$ cat config.mk
export PLATFORM = sky130hd
export DESIGN_NAME = rf_write_arbiter
export DESIGN_NICKNAME = d
export VERILOG_FILES = /design/src/rtl/rf_write_arbiter.sv
export SDC_FILE = /design/constraint.sdc
export NUM_CORES = 1
export LEC_CHECK = 0
export BUFFER_PORTS_ARGS = -buffer_cell sky130_fd_sc_hd__buf_2
export CORE_ASPECT_RATIO = 0.8
export CORE_MARGIN = 8
export CORE_UTILIZATION = 25
export CTS_BUF_LIST = sky130_fd_sc_hd__clkbuf_8 sky130_fd_sc_hd__clkbuf_16
export DETAILED_ROUTE_END_ITERATION = 6
export PLACE_DENSITY_LB_ADDON = 0.25
export RECOVER_POWER = 50
export SYNTH_ARGS = -nofsm -noshare
export SYNTH_HDL_FRONTEND = slang
export SYNTH_SLANG_ARGS = --single-unit
export TNS_END_PERCENT = 20
$ cat constraint.sdc
create_clock -name clk -period 2.05 [get_ports clk]
set_input_delay 0.1025 -clock clk [delete_from_list [all_inputs] [get_ports clk]]
set_output_delay 0.1025 -clock clk [all_outputs]
set_load 0.01 [all_outputs]
$ cat src/rtl/rf_write_arbiter.sv
// rf_write_arbiter: merges ALU and load writeback into one register-file write port, with bypass and a stall counter
module rf_write_arbiter #(
  parameter int RF_ADDR_LEN = 5,
  parameter int RF_DATA_LEN = 32,
  parameter int CNT_LEN     = 16
) (
  input  logic                   clk,
  input  logic                   rst,
  input  logic                   alu_valid,
  input  logic [RF_ADDR_LEN-1:0] alu_rd_addr,
  input  logic [RF_DATA_LEN-1:0] alu_data,
  input  logic                   mem_valid,
  output logic                   mem_ready,
  input  logic [RF_ADDR_LEN-1:0] mem_rd_addr,
  input  logic [RF_DATA_LEN-1:0] mem_data,
  output logic                   w_en,
  output logic [RF_ADDR_LEN-1:0] rd_addr,
  output logic [RF_DATA_LEN-1:0] rd_write_data,
  input  logic [RF_ADDR_LEN-1:0] rs1_addr,
  input  logic [RF_ADDR_LEN-1:0] rs2_addr,
  input  logic [RF_DATA_LEN-1:0] rf_rs1_data,
  input  logic [RF_DATA_LEN-1:0] rf_rs2_data,
  output logic [RF_DATA_LEN-1:0] fwd_rs1_data,
  output logic [RF_DATA_LEN-1:0] fwd_rs2_data,
  input  logic                   perf_clr,
  output logic [CNT_LEN-1:0]     stall_cnt
);
  logic alu_claim, mem_claim;
  always_comb begin
    alu_claim = alu_valid && (alu_rd_addr != '0);
    mem_claim = mem_valid && (mem_rd_addr != '0);
    // loads to x0 are swallowed even while the ALU owns the port
    mem_ready = rst && (!alu_claim || mem_rd_addr == '0);
    fwd_rs1_data = (w_en && rs1_addr == rd_addr && rs1_addr != '0) ? rd_write_data : rf_rs1_data;
    fwd_rs2_data = (w_en && rs2_addr == rd_addr && rs2_addr != '0) ? rd_write_data : rf_rs2_data;
  end
  always_ff @(posedge clk) begin
    if (!rst) begin
      w_en          <= 1'b0;
      rd_addr       <= '0;
      rd_write_data <= '0;
    end else if (alu_claim) begin
      w_en          <= 1'b1;
      rd_addr       <= alu_rd_addr;
      rd_write_data <= alu_data;
    end else if (mem_claim) begin
      w_en          <= 1'b1;
      rd_addr       <= mem_rd_addr;
      rd_write_data <= mem_data;
    end else begin
      w_en          <= 1'b0;
    end
  end
  always_ff @(posedge clk) begin
    if (!rst || perf_clr)
      stall_cnt <= '0;
    else if (mem_valid && !mem_ready && !(&stall_cnt))
      stall_cnt <= stall_cnt + 1'b1;
  end
endmodule
==> key figures, run 1 <==
Floorplan
  • I/O pin count: about 270
  • Die Y: 121 µm
  • Core Region: around 13000 µm²
  • Die area: around 18000 µm²
  • Cell Rows: 38
  • Initial Utilization: 0.254
  • Die width: about 150 µm

Clock tree
  • Worst skew pair latency: a little under 0.3 ns
  • Longest Clk Path Bufs: 2
  • CTS Buf Count: 5
  • CTS H-tree depth: 2
  • CTS tree: built
  • Clock Root Buffer: clkbuf_16
  • Clock slew at reported path FFs: approximately 0.070 ns
  • # clock sinks: 54
  • Post-CTS Hold Buffers: 0

Worst hold path
  • Hold depth: 3
  • Hold WC Path Type: in2reg
  • Hold Path End: rd_addr[3]
  • Hold Startpoint: alu_rd_addr[3]

Timing
  • Fmax: 458 MHz
  • Pins Over Slew Limit: 0
  • Final period utilization: 1.06
  • Fin worst setup slack: -0.133 ns
  • Setup_tns: -5.57 ns
  • Hold violation total from the final report: 0
  • Min cycle time layout: ~2.2 ns
  • RSZ-0062 raised after global routing: true
  • Final setup vio count: 64
  • Worst-margin pin slew: 0.578 ns
  • Worst slew margin: 0.614
  • Clk_skew: 0.00281 ns

Final layout
  • Register area: about 1100 µm²
  • Post-Layout Cell Count: 839
  • Synth-to-Final Area Change: 74.6%
  • Most frequent cells in the layout: buf_2, buf_6, dfxtp_1, clkbuf_1, a21oi_1
  • Total Nets Final: approximately 800
  • Layout fillers: 1327
  • Layout cells sized above 1: 0.526
  • Commonest non-fill, non-tap cell in the layout: buf_2
  • Area occupied by multi-input gates: ~2400 µm²
  • Finished Cell Area: between 5000 and 6000 µm²

Synthesis
  • Sequential share of the synthesized area: 0.316
  • Combinational family with the most area after synthesis: multiplexers
  • Syn_nets: 530
  • Average size of a mapped cell: 9.10 µm²
  • Syn Inst Count: ~380
  • Multiplexer share of the synthesized area: 0.313
  • Synth Area in Adders: 0.00366
  • Post-synthesis simple-gate area fraction: 0.138
  • Post-Synth XOR/XNOR Area: 0.0205
  • Synth warn: 0
  • #FFs+latches synth: 54
  • Post-synthesis compound-gate area fraction: 0.167
  • Number of distinct library cells after synthesis: 42
  • Post-Syn Area: 3420 µm²

Global routing
  • Tot GR Track Use: 0.162
  • Overflow after GRT: 0
  • Antenna violations before repair: 1
  • Vias in the first global route: 4115
  • First-pass GRT wire length: about 23000 µm
  • Largest net degree at the start of global routing: 53

Power and ir drop
  • NetSw: around 0.87 mW
  • Worst vdd ir: 0.329 mV
  • Power per cell area: 506 nW/µm²
  • Sequential cell fraction of total power: 0.394
  • Clock Power Share: 0.322
  • Overall Power: 3.02 mW
  • Int Pwr: 2.15 mW
  • Logic pwr share: 0.284
  • Pleak: 2.67 nW
  • Switching fraction of total power: 0.289

Worst setup path
  • FF-to-FF End: stall_cnt[8]
  • Worst path cell trace: xor2_1 -> nor3_1 -> nand3_1 -> nor2_4 -> buf_12 -> buf_16 -> mux2_2 -> buf_6
  • WP buf/inv: 3
  • CP arrival: 2.08 ns
  • Setup Crit Path Kind: reg2out
  • Data required time of the worst path: 1.95 ns
  • Startpoint types: register
  • Crit. End Element: primary output
  • R2R Setup Slk: 0.07 ns
  • R2R depth: 7
  • Crit Path Max Fanout: 15
  • Critical path's slowest cell: mux2_2
  • RR Startpoint: stall_cnt[0]
  • Delay-heaviest family, CP: simple AND/OR/NAND/NOR gates
  • Worst path max stage delay: roughly 0.37 ns

Placed design
  • Port Buffers: 271
  • Detailed placer's ending HPWL: 12000 µm
  • DP Area: about 5100 µm²
  • Gpl congestion: 0.869
  • Pre-CTS setup slack: approximately 0.057 ns
  • Cell total after placement: roughly 820

Detailed routing
  • DR vias: 4085
  • Initial drt markers: roughly 180
  • DRT Wirelength: 16400 µm
  • Wire per inst: 19.5 µm
  • DRT antenna net count: 0
  • Via density: around 4.9
  • DRC errors left: 0
  • Drt first pass iters: 4

Status
  • Status: finished with violations
  • Failing checks: negative setup slack

Job
  • Max_cap viols: 0
==> layout make-up <==
class / count / share of cell area
Tap cell: 180 / 0.0377
Multi-Input combinational cell: 292 / 0.403
Antenna cell: 1 / 0.000419
Clock inverter: 3 / 0.00691
Timing Repair Buffer: 299 / 0.345
Inverter: 5 / 0.00314
Sequential cell: 54 / 0.183
Clock buffer: 5 / 0.0209
==> cell families after synthesis <==
logic type / count (synthesis)
adders and majority gates: 1
and+or+nand+nor: 79
AOI/OAI and AO/OA: 105
muxes: 99
xor gates and xnor gates: 8
buffers and inverters: 30
DFF: 54
==> cells in the mapped netlist <==
cell type   n  area share
mux2_2     64        0.21
dfxtp_1    54        0.32
a21oi_1    44       0.064
o21ai_0    42       0.061
mux2i_1    35        0.10
buf_2      11       0.016
clkbuf_1   11       0.012
nor2_1     11       0.012
nand2_1     9      0.0099
nand3_1     8       0.012
nand4_1     8       0.015
or4_1       8       0.018
nor3_1      7       0.010
or3_1       6       0.011
xor2_1      6       0.015
nand2b_1    5      0.0091
nor4_1      5      0.0091
a221oi_1    4       0.010
and3_1      4      0.0073
inv_1       4      0.0044
o31ai_1     4      0.0088
o21ai_1     3      0.0044
a31oi_1     2      0.0037
buf_4       2      0.0044
xnor2_1     2      0.0051
a211oi_1    1      0.0022
a21oi_2     1      0.0026
a31o_1      1      0.0026
a41oi_1     1      0.0026
and2_2      1      0.0022
and3_4      1      0.0033
and4_1      1      0.0026
buf_6       1      0.0033
ha_1        1      0.0037
inv_2       1      0.0011
nand3_2     1      0.0029
nand4_4     1      0.0062
o21a_1      1      0.0022
o31a_1      1      0.0026
or2_2       1      0.0018
or3_4       1      0.0033
or4_4       1      0.0033
==> layer usage <==
layer  up-vias  global-route usage  part of all wire
met5         -                   0                 0
met4         0              0.0353            0.0098
li1       1987                   -                 -
met3        16              0.0441             0.069
met1      1930               0.198              0.42
met2       152               0.280              0.50
==> stage by stage <==
step | hold WS [ns] | util
3_5_place_dp | 0.393 | 0.377
2_1_floorplan | 0.259 | -
3_3_place_gp | 0.389 | 0.377
5_1_grt | 0.0990 | 0.444
4_1_cts | 0.0794 | 0.418
6_report | 0.0824 | 0.444
==> what timing repair did <==
item | in CTS | in global routing
endpoints found under the setup margin | 64 | 68
gates resized for setup | 59 | 60
pin swaps | 3 | 6
buffers inserted | 4 | 4
gates cloned | 2 | 3
==> worst max path at each step <==
| stage | start | endpoint | cells past startpoint |
|---|---|---|---|
| 6_report | rd_addr[1] | fwd_rs2_data[29] | 8 |
| 5_1_grt | rd_addr[3] | fwd_rs1_data[27] | 9 |
| 4_1_cts | rd_addr[1] | fwd_rs2_data[29] | 8 |
| 3_5_place_dp | stall_cnt[0] | stall_cnt[8] | 7 |
| 3_3_place_gp | stall_cnt[0] | stall_cnt[8] | 7 |
| 2_1_floorplan | stall_cnt[0] | stall_cnt[8] | 5 |
==> state kept, by name, indices dropped and copies added, names as in the netlist <==
name / count
rd_write_data: 32
stall_cnt: 16
rd_addr: 5
w_en: 1
==> power groups by stage <==
stage / clock, mW / combinational [mW] / sequential, mW
2_1_floorplan: 0 / 0.320 / 1.22
3_3_place_gp: 0 / 0.704 / 1.20
3_5_place_dp: 0 / 0.711 / 1.21
4_1_cts: 1.00 / 0.793 / 1.18
5_1_grt: 1.06 / 0.928 / 1.20
6_report: 0.974 / 0.860 / 1.19
==> tightest hold or removal path, stage by stage <==
cell and delay, ns:
buf_2 0.11, nand2_1 0.05, a31oi_1 0.07
Note: power is estimated with default switching activity, not from simulation.
==> inputs of run 2 (changes only) <==
--- a/config.mk
+++ b/config.mk
@@ -6,6 +6,7 @@
 export NUM_CORES = 1
 export LEC_CHECK = 0
 export BUFFER_PORTS_ARGS = -buffer_cell sky130_fd_sc_hd__buf_2
+export CAP_MARGIN = 20
 export CORE_ASPECT_RATIO = 0.8
 export CORE_MARGIN = 8
 export CORE_UTILIZATION = 25
==> constraint.sdc (replaced) <==
create_clock -name clk -period 2.4 [get_ports clk]
set_input_delay 0.12 -clock clk [delete_from_list [all_inputs] [get_ports clk]]
set_output_delay 0.12 -clock clk [all_outputs]
set_load 0.01 [all_outputs]
==> run 2 against run 1 <==
The flow now finishes without violations. Critical path type unchanged. Die area is the same. Clock skew up 0.00093 ns. Setup slack improved by 0.30 ns. Sequential power fell by 14%.
==> key figures, run 2 (synthesis results as in run 1) <==
Status
  • Status: finished clean

Placed design
  • Detailed placer's ending HPWL: 12100 µm (+1.4%)
  • Port Buffers: 271 (unchanged)
  • Cell total after placement: 810 (-0.86%)
  • Gpl congestion: 0.867 (-0.22%)

Global routing
  • Vias in the first global route: 3978 (-3.3%)
  • Tot GR Track Use: 0.155 (-0.00715)
  • First-pass GRT wire length: 22600 µm (-3.4%)
  • Antenna violations before repair: 0 (-1)
  • Largest net degree at the start of global routing: 43 (-19%)
  • Overflow after GRT: 0 (unchanged)

Job
  • Max_cap viols: 0 (unchanged)

Power and ir drop
  • Pleak: 2.25 nW (-16%)
  • Worst vdd ir: 0.242 mV (-26%)
  • Power per cell area: 475 nW/µm² (-6.2%)

Final layout
  • Layout cells sized above 1: 0.480 (-0.0462)
  • Diode count: 0 (-1)
  • Commonest non-fill, non-tap cell in the layout: buf_2
  • Register bank with the most flops: rd_write_data
  • Util after Layout: 0.379 (-0.0655)
  • Synth-to-Final Area Change: 48.8%
  • Post-Layout Cell Count: 818 (-2.5%)
  • Total Nets Final: 791 (-2.5%)
  • Number of flip-flops in the largest register: 32 (unchanged)
  • Most frequent cells in the layout: buf_2, mux2_2, clkbuf_1, dfxtp_1, a21oi_1
  • Largest registers: rd_write_data x32, stall_cnt x16, rd_addr x5

Detailed routing
  • DRC errors left: 0 (unchanged)
  • DR vias: 3983 (-2.5%)
  • Initial drt markers: 174 (-1.1%)
  • Via density: 4.87 (about the same)
  • Drt first pass iters: 4 (unchanged)
  • Wire per inst: 18.3 µm (-6.0%)
  • DRT antenna net count: 0 (unchanged)
  • DRT Wirelength: 15000 µm (-8.4%)

Worst setup path
  • Worst path cell trace: xor2_1 -> nor3_1 -> nand3_1 -> nor2_4 -> buf_6 -> mux2_2 -> buf_2
  • R2R Setup Slk: 0.34 ns (+0.27 ns)
  • Startpoint types: register
  • Critical path's slowest cell: mux2_2
  • FF-to-FF End: stall_cnt[6]
  • Delay-heaviest family, CP: simple AND/OR/NAND/NOR gates
  • RR Startpoint: stall_cnt[0]
  • Crit. End Element: primary output
  • Worst path max stage delay: 0.40 ns (+0.03 ns)
  • WP buf/inv: 2 (-1)
  • Setup Crit Path Kind: reg2out
  • Data required time of the worst path: 2.28 ns (+0.33 ns)
  • R2R depth: 6 (-1)
  • CP arrival: 2.12 ns (+0.04 ns)
  • Crit Path Max Fanout: 24 (+9)

Clock tree
  • Clock Root Buffer: clkbuf_16
  • Post-CTS Hold Buffers: 0 (unchanged)
  • Worst skew pair latency: 0.29 ns (about the same)
  • Setup Fix Bufs, Post-CTS: 0 (-4)
  • Clock slew at reported path FFs: 0.07 ns (about the same)
  • Longest Clk Path Bufs: 2 (unchanged)
  • CTS Buf Count: 5 (unchanged)
  • CTS H-tree depth: 2 (unchanged)
  • CTS tree: built
  • # clock sinks: 54 (unchanged)
  • # resized after CTS: 0 (-100%)

Timing
  • Pins Over Slew Limit: 0 (unchanged)
  • Setup_tns: 0 ns (+5.57 ns)
  • Final hold slack: 0.107 ns (+0.0244 ns)
  • Final period utilization: 0.932
  • Final setup vio count: 0 (-100%)
  • Fmax: approximately 450 MHz
  • Min cycle time layout: 2.24 ns
  • Hold violation total from the final report: 0 (unchanged)
  • RSZ-0062 raised after global routing: false
  • Worst slew margin: 0.331 (-0.283)
  • Worst-margin pin slew: 0.997 ns (+0.418 ns)
  • Clk_skew: 0.00375 ns (+0.000931 ns)

Worst hold path
  • Hold depth: 3 (unchanged)
  • Hold WC Path Type: in2reg
  • Hold Path End: rd_addr[0]
  • Hold Startpoint: mem_rd_addr[0]

Floorplan
  • I/O pin count: 272 (unchanged)
  • Initial Utilization: 0.254 (unchanged)
  • Cell Rows: 38 (unchanged)
  • Core Region: 13500 µm² (unchanged)
  • Die area: 17700 µm² (unchanged)
  • Die width: 147 µm (unchanged)
  • Die Y: 121 µm (unchanged)
## run 2: layout make-up
cell class / instances / area [µm²]
Inverter: 5 / 18.8
Clock inverter: 3 / 41.3
Clock buffer: 5 / 125
Tap cell: 180 / 225
Fill cell: 1433 / 8360
Sequential cell: 54 / 1080
Multi-Input combinational cell: 292 / 2220
Timing Repair Buffer: 279 / 1380
## run 2: worst max-delay path by stage
stage            startpoint                to  slack, ns  depth (start not counted)
6_report         rd_addr[2]  fwd_rs1_data[31]       0.16                          7
5_1_grt          rd_addr[2]  fwd_rs1_data[31]       0.02                          7
4_1_cts          rd_addr[2]  fwd_rs1_data[31]        0.1                          7
3_5_place_dp   stall_cnt[0]      stall_cnt[6]       0.39                          6
3_3_place_gp   stall_cnt[0]      stall_cnt[7]       0.43                          7
2_1_floorplan  stall_cnt[0]      stall_cnt[8]       0.50                          5
## run 2: worst register-to-register path: cells and delay by family, from the launching register on
kind	cells	cell delay, ns
AND/OR/NAND/NOR	4	1.13
AO/OA/AOI/OAI	1	0.07
adder cells (fa/ha/maj)	1	0.25
flip-flops	1	0.46
## run 2: where the power goes
group	internal (mW)	switching, mW	total (mW)
logic	0.284	0.301	0.585
clock network	0.489	0.330	0.819
registers	0.951	0.0649	1.02
total	1.72	0.696	2.42
## run 2: metrics by stage
stage | worst slack [ns] | area (µm²) | power (mW)
floorplan | 0.498 | 3420 | 1.31
global placement | 0.425 | 5020 | 1.63
detailed placement | 0.392 | 5020 | 1.64
CTS | 0.0981 | 5180 | 2.48
global route | 0.0154 | 5090 | 2.56
finish | 0.164 | 5090 | 2.42
## run 2: routing by layer
metal  vias up  part of all wire  GRT usage
li1       1934                 -          -
met1      1870              0.43      0.193
met2       166              0.48      0.258
met3        13             0.083     0.0459
met4         0             0.012     0.0366
met5         -                 0          0
==> inputs of run 3 (changes only) <==
--- a/config.mk
+++ b/config.mk
@@ -10,7 +10,6 @@
 export CORE_ASPECT_RATIO = 0.8
 export CORE_MARGIN = 8
 export CORE_UTILIZATION = 25
-export CTS_BUF_LIST = sky130_fd_sc_hd__clkbuf_8 sky130_fd_sc_hd__clkbuf_16
 export DETAILED_ROUTE_END_ITERATION = 6
 export PLACE_DENSITY_LB_ADDON = 0.25
 export RECOVER_POWER = 50
==> constraint.sdc (replaced) <==
create_clock -name clk -period 2.4 [get_ports clk]
set_input_delay 0.72 -clock clk [delete_from_list [all_inputs] [get_ports clk]]
set_output_delay 0.72 -clock clk [all_outputs]
set_load 0.01 [all_outputs]
==> run 3 against run 2 <==
Highest routed layer unchanged. The run now ends with negative setup slack left. Flip-flop and latch count unchanged. Die area unchanged. Setup slack worse by 0.73 ns. Count of clock-buffer cells in the layout is 1 higher. Worst hold slack improved by 0.42 ns. Register-to-register slack worse by 0.15 ns. Clock power shrank 12%. First-iteration DRC count down 22%. Via count up 2.7%. Power grew 3.5%. Sequential power about the same. Global-route usage rose by 0.59 points. Largest cell class unchanged.
==> key figures, run 3 (synthesis results as in run 1) <==
Status
  • Status: finished with violations
  • Failing checks: negative setup slack

Timing
  • Pins Over Slew Limit: 0 (unchanged)
  • Fin worst setup slack: -0.568 ns (-0.732 ns)
  • Final period utilization: 1.24 (+0.305)
  • Worst-margin pin slew: 0.585 ns (-0.411 ns)
  • Hold violation total from the final report: 0 (unchanged)
  • Clk_skew: 0.00345 ns (-0.000298 ns)
  • RSZ-0062 raised after global routing: true
  • Min cycle time layout: 2.97 ns (+0.732 ns)
  • Worst slew margin: 0.610 (+0.279)
  • Fmax: 337 MHz (-25%)
  • Final setup vio count: 65 (+65)

Global routing
  • Largest net degree at the start of global routing: 39 (-9.3%)
  • Overflow after GRT: 0 (unchanged)
  • Antenna violations before repair: 0 (unchanged)
  • Tot GR Track Use: 0.161 (+0.00587)
  • Vias in the first global route: 4121 (+3.6%)
  • First-pass GRT wire length: 23200 µm (+2.7%)

Placed design
  • Port Buffers: 271 (unchanged)
  • Gpl congestion: 0.844 (-2.7%)
  • Detailed placer's ending HPWL: 12800 µm (+5.3%)

Detailed routing
  • Drt first pass iters: 4 (unchanged)
  • Via density: 4.84 (-0.66%)
  • Initial drt markers: 136 (-22%)
  • DRC errors left: 0 (unchanged)
  • Wire per inst: 19.3 µm (+5.4%)
  • DRT antenna net count: 0 (unchanged)
  • DR vias: 4092 (+2.7%)
  • DRT Wirelength: 16400 µm (+9.0%)

Floorplan
  • Cell Rows: 38 (unchanged)
  • I/O pin count: 272 (unchanged)
  • Core Region: 13500 µm² (unchanged)
  • Die area: 17700 µm² (unchanged)
  • Initial Utilization: 0.254 (unchanged)
  • Die width: 147 µm (unchanged)
  • Die Y: 121 µm (unchanged)

Final layout
  • Total Nets Final: 819 (+3.5%)
  • Largest registers: rd_write_data x32, stall_cnt x16, rd_addr x5
  • Diode count: 0 (unchanged)
  • Register bank with the most flops: rd_write_data
  • Synth-to-Final Area Change: 79.4%
  • Most frequent cells in the layout: buf_2, buf_6, mux2_4, clkbuf_1, dfxtp_1
  • Number of flip-flops in the largest register: 32 (unchanged)
  • Layout cells sized above 1: 0.520 (+0.0399)
  • Util after Layout: 0.456 (+0.0776)
  • Commonest non-fill, non-tap cell in the layout: buf_2

Clock tree
  • Clock Root Buffer: clkbuf_16
  • # clock sinks: 54 (unchanged)
  • Worst skew pair latency: 0.29 ns (about the same)
  • Clock slew at reported path FFs: 0.07 ns (about the same)
  • CTS tree: built
  • CTS H-tree depth: 2 (unchanged)
  • Longest Clk Path Bufs: 2 (unchanged)
  • CTS Buf Count: 5 (unchanged)

Worst hold path
  • Hold WC Path Type: reg2reg

Power and ir drop
  • NetSw: 0.743 mW (+6.8%)
  • Sequential cell fraction of total power: 0.408 (-0.012)
  • Power per cell area: 408 nW/µm² (-14%)
  • Overall Power: 2.51 mW (+3.5%)
  • Logic pwr share: 0.305 (+0.063)
  • Clock Power Share: 0.287 (-0.051)
  • Int Pwr: 1.76 mW (+2.2%)
  • Worst vdd ir: 0.310 mV (+28%)
  • Pleak: 2.80 nW (+24%)
  • Switching fraction of total power: 0.297 (+0.00911)

Worst setup path
  • WP buf/inv: 4 (+2)
  • Setup Crit Path Kind: in2out
  • Cell repeated most along the worst path: buf_6
  • Worst path cell trace: buf_2 -> xor2_1 -> nor3_2 -> nand3_2 -> nor2_4 -> buf_6 -> clkbuf_16 -> mux2_4 -> buf_6
  • Delay-heaviest family, CP: buffers and inverters
  • Crit. End Element: primary output
  • Data required time of the worst path: 1.68 ns (-0.60 ns)
  • Crit Path Max Fanout: 7 (-71%)
  • R2R Setup Slk: 0.19 ns (-0.15 ns)
  • Worst path max stage delay: 0.31 ns (-0.09 ns)
  • Critical path's slowest cell: mux2_4
  • Startpoint types: input pin
  • CP arrival: 2.25 ns (+0.13 ns)

Job
  • Max_cap viols: 0 (unchanged)
## run 3: final cells by class
class / count / area [µm²]
fillers: 1338 / 7320
multi-input cells: 292 / 2530
repair buffers: 307 / 2140
flip-flops and latches: 54 / 1080
well taps: 180 / 225
clock buffers: 6 / 129
inverters: 5 / 18.8
clock inverters: 2 / 13.8
## run 3: per-layer routing
layer,track usage,vias up,share of wire
met4,0.0347,0,0.011
met2,0.288,163,0.51
li1,-,1997,-
met5,0,-,0
met1,0.189,1917,0.41
met3,0.0426,15,0.069
## run 3: worst paths after layout
path	startpoint	end	cells past startpoint
setup / recovery	rs1_addr[3]	fwd_rs1_data[17]	9
hold / removal	stall_cnt[3]	stall_cnt[3]	2
setup reg to reg	stall_cnt[0]	stall_cnt[4]	6
hold reg to reg	stall_cnt[3]	stall_cnt[3]	2
## run 3: worst register-to-register path: cells and delay by family, from the launching register on
kind                     cells  cell delay, ns
AND/OR/NAND/NOR              4            1.27
flip-flops                   1            0.47
adder cells (fa/ha/maj)      1            0.26
AO/OA/AOI/OAI                1            0.07
## run 3: metrics by stage
stage / cells / setup TNS [ns] / setup WS, ns / area [µm²] / hold WS, ns
6_report: 846 / -32.34 / -0.568 / 6140 / 0.523
5_1_grt: 846 / -36.27 / -0.637 / 6140 / 0.546
4_1_cts: 844 / -33.43 / -0.598 / 5940 / 0.517
3_5_place_dp: 832 / -37.69 / -0.633 / 5440 / 0.505
3_3_place_gp: 832 / -33.64 / -0.594 / 5440 / 0.496
2_1_floorplan: 376 / -10.49 / -0.170 / 3700 / 0.510
## run 3: timing repair
item                                   4_1_cts  5_1_grt
pin swaps                                    2        5
hold buffers                                 0        0
resized for setup                           56       39
endpoints found under the hold margin        0        0
gates cloned                                 1        2
setup endpoints to repair                   65       65
setup buffers                                3        0
## run 3: power by group through the flow
stage / registers [mW] / clock network, mW / logic [mW]
after floorplan: 1.04 / 0 / 0.314
after global placement: 1.04 / 0 / 0.663
after detailed placement: 1.04 / 0 / 0.673
after CTS: 1.02 / 0.753 / 0.732
after global routing: 1.03 / 0.787 / 0.819
final: 1.02 / 0.718 / 0.765
